--- src/rtl/uart_protocol_rx_if.sv ---
// Byte-stream input and frame-result output bundle of the command-frame parser.
// master: byte source / frame consumer; slave: the parser.
interface uart_protocol_rx_if;
   logic       uart_rx_done;
   logic [7:0] uart_rx_data;
   logic       recv_done;
   logic       crc_err;
   logic       frame_err;
   logic       rx_busy;
   logic [7:0] rev_data0;
   logic [7:0] rev_data1;
   logic [7:0] rev_data2;
   logic [7:0] rev_data3;
   logic [7:0] rev_data4;
   logic [7:0] rev_data5;
   logic [7:0] rev_data6;
   logic [7:0] rev_data7;
   logic [7:0] rev_data8;
   logic [7:0] rev_data9;
   logic [7:0] rev_data10;

   modport master (
      output uart_rx_done, uart_rx_data,
      input  recv_done, crc_err, frame_err, rx_busy,
      input  rev_data0, rev_data1, rev_data2, rev_data3, rev_data4, rev_data5,
      input  rev_data6, rev_data7, rev_data8, rev_data9, rev_data10
   );

   modport slave (
      input  uart_rx_done, uart_rx_data,
      output recv_done, crc_err, frame_err, rx_busy,
      output rev_data0, rev_data1, rev_data2, rev_data3, rev_data4, rev_data5,
      output rev_data6, rev_data7, rev_data8, rev_data9, rev_data10
   );
endinterface

--- src/rtl/uart_protocol_rx.sv ---
// Command-frame parser: HEAD, 11 payload bytes, CRC-8 (poly 0x07), TAIL.
// Publishes the payload on a valid frame; flags CRC, tail and inter-byte timeout errors.
//
// state     | meaning
// S_IDLE    | waiting for HEAD_BYTE, everything else discarded
// S_PAYLOAD | collecting payload bytes 0..10 into the shadow buffer
// S_CRC     | next byte is the received CRC
// S_TAIL    | next byte is the tail; decides recv_done / crc_err / frame_err
module uart_protocol_rx #(
   parameter int         CLK_FREQ      = 50000000,
   parameter int         UART_BPS      = 115200,
   parameter logic [7:0] HEAD_BYTE     = 8'h80,
   parameter logic [7:0] TAIL_BYTE     = 8'h55,
   parameter int         TIMEOUT_BYTES = 3
) (
   input  logic                  clk_50M,
   input  logic                  rst_n,
   uart_protocol_rx_if.slave     bus
);

   localparam int          TIMEOUT_CYC = (CLK_FREQ / UART_BPS) * 10 * TIMEOUT_BYTES;
   localparam logic [15:0] TIMEOUT_CNT = 16'(TIMEOUT_CYC);

   typedef enum logic [1:0] {
      S_IDLE,
      S_PAYLOAD,
      S_CRC,
      S_TAIL
   } state_t;

   state_t      state, state_nxt;
   logic [3:0]  idx;
   logic [7:0]  crc_q;
   logic [7:0]  crc_nxt;
   logic        crc_ok;
   logic [15:0] to_cnt;
   logic [7:0]  shadow [0:10];
   logic [7:0]  rev    [0:10];
   logic        recv_done_q, crc_err_q, frame_err_q;

   logic        start_frame, load_pl, fire_ok, fire_crc, fire_frame, to_hit;

   function automatic logic [7:0] crc8_step(input logic [7:0] crc, input logic [7:0] din);
      logic [7:0] c;
      c = crc ^ din;
      for (int i = 0; i < 8; i++)
         c = c[7] ? ((c << 1) ^ 8'h07) : (c << 1);
      return c;
   endfunction

   assign crc_nxt = crc8_step(crc_q, bus.uart_rx_data);

   // A strobe in the same cycle as the terminal count wins over the timeout.
   assign to_hit = (state != S_IDLE) && !bus.uart_rx_done && ((to_cnt + 16'd1) == TIMEOUT_CNT);

   always_comb begin
      state_nxt   = state;
      start_frame = 1'b0;
      load_pl     = 1'b0;
      fire_ok     = 1'b0;
      fire_crc    = 1'b0;
      fire_frame  = 1'b0;
      if (bus.uart_rx_done) begin
         case (state)
            S_IDLE: begin
               if (bus.uart_rx_data == HEAD_BYTE) begin
                  start_frame = 1'b1;
                  state_nxt   = S_PAYLOAD;
               end
            end
            S_PAYLOAD: begin
               load_pl = 1'b1;
               if (idx == 4'd10)
                  state_nxt = S_CRC;
            end
            S_CRC: state_nxt = S_TAIL;
            S_TAIL: begin
               state_nxt = S_IDLE;
               if (bus.uart_rx_data != TAIL_BYTE)
                  fire_frame = 1'b1;
               else if (crc_ok)
                  fire_ok = 1'b1;
               else
                  fire_crc = 1'b1;
            end
            default: state_nxt = S_IDLE;
         endcase
      end else if (to_hit) begin
         state_nxt  = S_IDLE;
         fire_frame = 1'b1;
      end
   end

   always_ff @(posedge clk_50M) begin
      if (!rst_n) begin
         state       <= S_IDLE;
         idx         <= 4'd0;
         crc_q       <= 8'h00;
         crc_ok      <= 1'b0;
         to_cnt      <= 16'd0;
         recv_done_q <= 1'b0;
         crc_err_q   <= 1'b0;
         frame_err_q <= 1'b0;
         for (int i = 0; i < 11; i++) begin
            shadow[i] <= 8'h00;
            rev[i]    <= 8'h00;
         end
      end else begin
         state       <= state_nxt;
         recv_done_q <= fire_ok;
         crc_err_q   <= fire_crc;
         frame_err_q <= fire_frame;

         if (start_frame) begin
            idx   <= 4'd0;
            crc_q <= 8'h00;
         end
         if (load_pl) begin
            shadow[idx] <= bus.uart_rx_data;
            crc_q       <= crc_nxt;
            idx         <= idx + 4'd1;
         end
         if (state == S_CRC && bus.uart_rx_done)
            crc_ok <= (bus.uart_rx_data == crc_q);
         if (fire_ok)
            rev <= shadow;

         if (bus.uart_rx_done || state == S_IDLE)
            to_cnt <= 16'd0;
         else
            to_cnt <= to_cnt + 16'd1;
      end
   end

   assign bus.recv_done  = recv_done_q;
   assign bus.crc_err    = crc_err_q;
   assign bus.frame_err  = frame_err_q;
   assign bus.rx_busy    = (state != S_IDLE);
   assign bus.rev_data0  = rev[0];
   assign bus.rev_data1  = rev[1];
   assign bus.rev_data2  = rev[2];
   assign bus.rev_data3  = rev[3];
   assign bus.rev_data4  = rev[4];
   assign bus.rev_data5  = rev[5];
   assign bus.rev_data6  = rev[6];
   assign bus.rev_data7  = rev[7];
   assign bus.rev_data8  = rev[8];
   assign bus.rev_data9  = rev[9];
   assign bus.rev_data10 = rev[10];

endmodule
--- src/flat_wrapper.sv ---
// flat-port wrapper written by rule: the top's interface ports become plain ports
module uart_protocol_rx_flat 
#(
   parameter int         CLK_FREQ      = 50000000,
   parameter int         UART_BPS      = 115200,
   parameter logic [7:0] HEAD_BYTE     = 8'h80,
   parameter logic [7:0] TAIL_BYTE     = 8'h55,
   parameter int         TIMEOUT_BYTES = 3
)
  (clk_50M, rst_n, bus_uart_rx_done, bus_uart_rx_data, bus_recv_done, bus_crc_err, bus_frame_err, bus_rx_busy, bus_rev_data0, bus_rev_data1, bus_rev_data2, bus_rev_data3, bus_rev_data4, bus_rev_data5, bus_rev_data6, bus_rev_data7, bus_rev_data8, bus_rev_data9, bus_rev_data10);
  uart_protocol_rx_if bus_i ();
  input  logic clk_50M;
  input  logic rst_n;
  input wire logic [$bits(bus_i.uart_rx_done)-1:0] bus_uart_rx_done;
  input wire logic [$bits(bus_i.uart_rx_data)-1:0] bus_uart_rx_data;
  output wire logic [$bits(bus_i.recv_done)-1:0] bus_recv_done;
  output wire logic [$bits(bus_i.crc_err)-1:0] bus_crc_err;
  output wire logic [$bits(bus_i.frame_err)-1:0] bus_frame_err;
  output wire logic [$bits(bus_i.rx_busy)-1:0] bus_rx_busy;
  output wire logic [$bits(bus_i.rev_data0)-1:0] bus_rev_data0;
  output wire logic [$bits(bus_i.rev_data1)-1:0] bus_rev_data1;
  output wire logic [$bits(bus_i.rev_data2)-1:0] bus_rev_data2;
  output wire logic [$bits(bus_i.rev_data3)-1:0] bus_rev_data3;
  output wire logic [$bits(bus_i.rev_data4)-1:0] bus_rev_data4;
  output wire logic [$bits(bus_i.rev_data5)-1:0] bus_rev_data5;
  output wire logic [$bits(bus_i.rev_data6)-1:0] bus_rev_data6;
  output wire logic [$bits(bus_i.rev_data7)-1:0] bus_rev_data7;
  output wire logic [$bits(bus_i.rev_data8)-1:0] bus_rev_data8;
  output wire logic [$bits(bus_i.rev_data9)-1:0] bus_rev_data9;
  output wire logic [$bits(bus_i.rev_data10)-1:0] bus_rev_data10;
  assign bus_i.uart_rx_done = bus_uart_rx_done;
  assign bus_i.uart_rx_data = bus_uart_rx_data;
  assign bus_recv_done = bus_i.recv_done;
  assign bus_crc_err = bus_i.crc_err;
  assign bus_frame_err = bus_i.frame_err;
  assign bus_rx_busy = bus_i.rx_busy;
  assign bus_rev_data0 = bus_i.rev_data0;
  assign bus_rev_data1 = bus_i.rev_data1;
  assign bus_rev_data2 = bus_i.rev_data2;
  assign bus_rev_data3 = bus_i.rev_data3;
  assign bus_rev_data4 = bus_i.rev_data4;
  assign bus_rev_data5 = bus_i.rev_data5;
  assign bus_rev_data6 = bus_i.rev_data6;
  assign bus_rev_data7 = bus_i.rev_data7;
  assign bus_rev_data8 = bus_i.rev_data8;
  assign bus_rev_data9 = bus_i.rev_data9;
  assign bus_rev_data10 = bus_i.rev_data10;
  uart_protocol_rx #(.CLK_FREQ(CLK_FREQ), .UART_BPS(UART_BPS), .HEAD_BYTE(HEAD_BYTE), .TAIL_BYTE(TAIL_BYTE), .TIMEOUT_BYTES(TIMEOUT_BYTES)) u_core (.clk_50M(clk_50M), .rst_n(rst_n), .bus(bus_i));
endmodule
--- config.mk ---
export PLATFORM = sky130hd
export DESIGN_NAME = uart_protocol_rx_flat
export DESIGN_NICKNAME = d
export VERILOG_FILES = /design/src/rtl/uart_protocol_rx_if.sv /design/src/rtl/uart_protocol_rx.sv /design/src/flat_wrapper.sv
export SDC_FILE = /design/constraint.sdc
export NUM_CORES = 1
export LEC_CHECK = 0
export CORE_MARGIN = 10
export CORE_UTILIZATION = 46
export CTS_CLUSTER_DIAMETER = 50
export CTS_CLUSTER_SIZE = 20
export DETAILED_ROUTE_END_ITERATION = 16
export DONT_BUFFER_PORTS = 1
export SETUP_SLACK_MARGIN = 0.02
export SLEW_MARGIN = 15
export SYNTH_ARGS = -nofsm -noshare
export SYNTH_HDL_FRONTEND = slang
export SYNTH_SLANG_ARGS = --single-unit
export TNS_END_PERCENT = 100
--- constraint.sdc ---
create_clock -name clk_50M -period 5.8 [get_ports clk_50M]
set_input_delay 1.74 -clock clk_50M [delete_from_list [all_inputs] [get_ports clk_50M]]
set_output_delay 1.74 -clock clk_50M [all_outputs]
set_load 0.03 [all_outputs]
# Word level (Yosys, flattened, before mapping)
# Index checks and enable logic that the tools add are counted.
# op_classes
eq_ne	10
order_cmp	2
mux	34
n_bitwise	13
reduce_logical	13
add_sub_neg	2
# op_table
op	n
$bwmux 88	1
$demux 8 s4	1
$mux 3	8
$mux 8	3
$not 3->3	8
$add 16x1->16 const B	1
$eq 16x14->1 const B	1
$mux 1	14
$eq 8x8->1	1
$eq 8x8->1 const B	1
$mux 2	4
$mux 4	2
$ne 8x7->1 const B	1
$pmux 2 s4	1
$xor 8x8->8	1
$ne 3x2->1 const B	2
$reduce_bool 2->1	3
$ge 5x5->1 const B	1
$lt 5x1->1 const B	1
$not 4->5	1
$add 4x1->4 const B	1
$eq 2x2->1 const B	2
$eq 4x4->1 const B	1
$logic_and 1x1->1	4
8 further kinds	10
# totals
input_bits	11
ff_bits	210
wordCells	104
out_inout_bits	92

# Longest topological paths before layout
# logic_depth
word_depth	18
depth_mapped	9
ltp_nobuf	7

# Worst setup path before layout
# OpenSTA, ideal clock, no wires.
# synth_timing
path_kind	input-to-reg
start	input port bus_uart_rx_data[2]
end	register u_core.state[1]
required_ns	5.717
setup_time_ns	0.083
arrival_time_ns	3.326
path_stages	6
n_path_buf	1
setup_slack_ns	2.392
cell_sequence	buf_2 > or4b_4 > o31a_1 > a21oi_1 > mux2_2 > o221ai_1
# synth_between
elab_chain_len	3
# synth_rtl
element	line_no	text
from (decl)	flat_wrapper.sv:15	input wire logic [$bits(bus_i.uart_rx_data)-1:0] bus_uart_rx_data;
$eq 8x8->1	uart_protocol_rx.sv:66	if (bus.uart_rx_data == HEAD_BYTE) begin
$ne 3x2->1 (no source line)	-	
$reduce_and 3->1 (no source line)	-	
to (signal assigned)	uart_protocol_rx.sv:109	state <= state_nxt;
to (decl)	uart_protocol_rx.sv:31	state_t state, state_nxt;
# No other way between the ends.
# A chain may end at the register's enable or synchronous reset.

# Worst setup path in the final report
# layout_timing
start	input port bus_uart_rx_done
end	register u_core.shadow[73] (netlist name)
# layout_between
elab_chain_len	1
# layout_rtl
element	line_no	text
from (decl)	flat_wrapper.sv:14	input wire logic [$bits(bus_i.uart_rx_done)-1:0] bus_uart_rx_done;
$mux 1	uart_protocol_rx.sv:63	if (bus.uart_rx_done) begin
to (signal, indexed assignment)	uart_protocol_rx.sv:119	shadow[idx] <= bus.uart_rx_data;
to (decl)	uart_protocol_rx.sv:37	logic [7:0] shadow [0:10];
# No other way between the ends.

==> metrics.txt <==
CORE AREA about 18000 um2; Hold Vio Cnt, Final 0; Critical Path End Type flop; Post-DP Area roughly 8400 um2; Clock Sinks 210; PortBufs 0; WP data required 6130 ps; share of cells above drive strength 1 5.58%; Setup Fix Bufs, Post-CTS 0; P per Cell Area between 300 and 400 nW/um2; CP Max Fanout 30; most common cell after layout, fill and taps aside nand2_1; nets@finish 1015; max reg flops 88; slew margin rel. a little under a quarter; total track usage roughly 17%; worst vdd ir around 0.00025 V; Ports between 100 and 150; Yosys cell types 44; # diodes 0; TritonCTS clock tree built; antenna violations before repair 0; Max Root-Sink Buffers 3; Inserted Clock Buffers 20; crit path kind in -> reg; DR pass1 iterations 5; Layout Cells excl Fill between 1k and 1.5k; row count 49; data arrival time of the worst path about 3600 ps; final wirelength 21.0 mm; switching fraction of total power about 22%; switching power between 600 and 700 uW; Synth-to-Final Area Change 8.58%; via count of the routed design about 6.6k; Internal 2.22 mW; HP Class reg -> reg; Initial Utilization a little under half; Mapped Area 8330 um2; # placed instances 1198; DRT iter0 DRCs approximately 460; Finished Cell Area roughly 9000 um2; clock root buffer clkbuf_16; Die H roughly 150 um; Synth Register Bits 210; die footprint around 24000 um2; Slew Viols, Final 0; Post-Syn Nets between 1k and 1.5k; DP HPWL ~13 mm; overall power between 2 and 3 mW; commonest cells after routing, fill and taps aside 292 x nand2_1, 210 x dfxtp_1, 188 x a21oi_1; asr flop ratio synth 0%; largest net degree at the start of global routing ~150; Worst-Margin Slew approximately 1200 ps; Synth Instances roughly 1.0k; CP startpoint kind input pin; WL/cell about 17 um; H-tree depth 1; ys flop type dfxtp_1; Pleak about 2.8 nW; Die Width ~150 um; FMAX slightly above 300 MHz; post-synth top area share a little over 50%; sequential cell area fraction in the yosys report 50.5%; clock share of power a little under half; vias in the first global route 6045; Largest regs u_core.shadow: 88 flops, u_core.to_cnt: 16 flops; final setup fails 0; Post-synth EDFFs 0; Comb pwr share 1.7%; Biggest register u_core.shadow; syn avg cell area 8.00 um2; Area contributors post-synth dfxtp_1 50%, nand2_1 13%, a21oi_1 11%, nand3_1 5.8%, clkbuf_1 2.7%; Placement Setup Slack 1990 ps; final setup margin between 2000 and 2500 ps; RSZ-0062 raised after global routing no; yosys warns 0; first-pass GRT wire length 33.5 mm; Reg power frac 50.7%; Post-CTS Hold Buffers 0; vias per cell between 5 and 6; DRC 0; largest area contributor in the netlist dfxtp_1; Clock Skews roughly 12 ps; Period Utilization, post-route between 50% and 60%; clock latency at the later pin of the worst-skew pair around 500 ps; Routed Antenna Nets 0; fillers 1794; Setup TNS 0 ps; Post-CTS Resized 0; gpl congestion ~0.80; clk slew on worst S/H paths 70 ps; outcome finished, final reports clean; maxcap violations 0; Final min period approximately 3300 ps; GRT overflow 0
## worst max-delay path, stage by stage
cell and delay (ps):
nand2_1 230, nor3_4 960, nand2_1 430, nand2_1 180, a21oi_1 70
## power by group through the flow
stage                     clock (mW)  sequential, mW  combinational (mW)
after floorplan                    0            1.47              0.0506
after global placement             0            1.47              0.0484
after detailed placement           0            1.47              0.0479
after CTS                       1.39            1.44              0.0481
after global routing            1.44            1.44              0.0528
final                           1.35            1.44              0.0478
## cells in the mapped netlist, drive strengths merged (2+ instances only)
master / instances
nand2: 292
dfxtp: 210
a21oi: 188
nand3: 97
clkbuf: 59
nor2: 25
buf: 20
xnor2: 18
nand4: 15
inv: 14
ha: 13
or3: 13
xor2: 13
o21ai: 10
nor3: 8
nor4: 6
a22oi: 5
nand3b: 5
nor3b: 4
nand2b: 3
o21a: 3
a31oi: 2
nand4b: 2
o221ai: 2
or2: 2
## path summary, 6_finish.rpt
path	start	to	slack, ps	cells after the start
max	bus_uart_rx_done	u_core.shadow[73]	2490	5
min	u_core.shadow[5]	u_core.shadow[5]	460	2
max reg2reg	u_core.state[1]	u_core.shadow[73]	3030	7
min reg2reg	u_core.shadow[5]	u_core.shadow[5]	460	2
## metal layers
layer	routed length [um]	up-vias	global-route usage (%)
met2	9430	146	25.6
met5	0	-	0
met4	386	0	4.05
met3	1420	28	4.35
met1	9770	3066	22.7
li1	-	3397	-
## layout make-up
class                           count  area [um2]  share of cell area [%]
Tap cell                          229         287                    3.17
Timing Repair Buffer                7        52.6                   0.581
Inverter                           14        57.6                   0.636
Clock buffer                       24         567                    6.27
Clock inverter                     11         121                    1.34
Multi-Input combinational cell    738        3750                    41.5
Sequential cell                   210        4200                    46.5
## cells by family after synthesis
| group | after synthesis | share of synthesized area [%] |
|---|---|---|
| adders and majority gates | 13 | 1.95 |
| AOI/OAI and AO/OA | 215 | 13.7 |
| DFF | 210 | 50.5 |
| buffers and inverters | 93 | 4.70 |
| xor gates and xnor gates | 31 | 3.26 |
| muxes | 2 | 0.255 |
| and+or+nand+nor | 477 | 25.6 |
## per-stage QoR
stage / utilization (%) / hold WS [ps]
after detailed placement: 46.7 / 447
after global placement: 46.7 / 444
after global routing: 50.5 / 471
after floorplan: - / 434
after CTS: 50.5 / 457
final: 50.5 / 455
(Power assumes the default switching activity.)
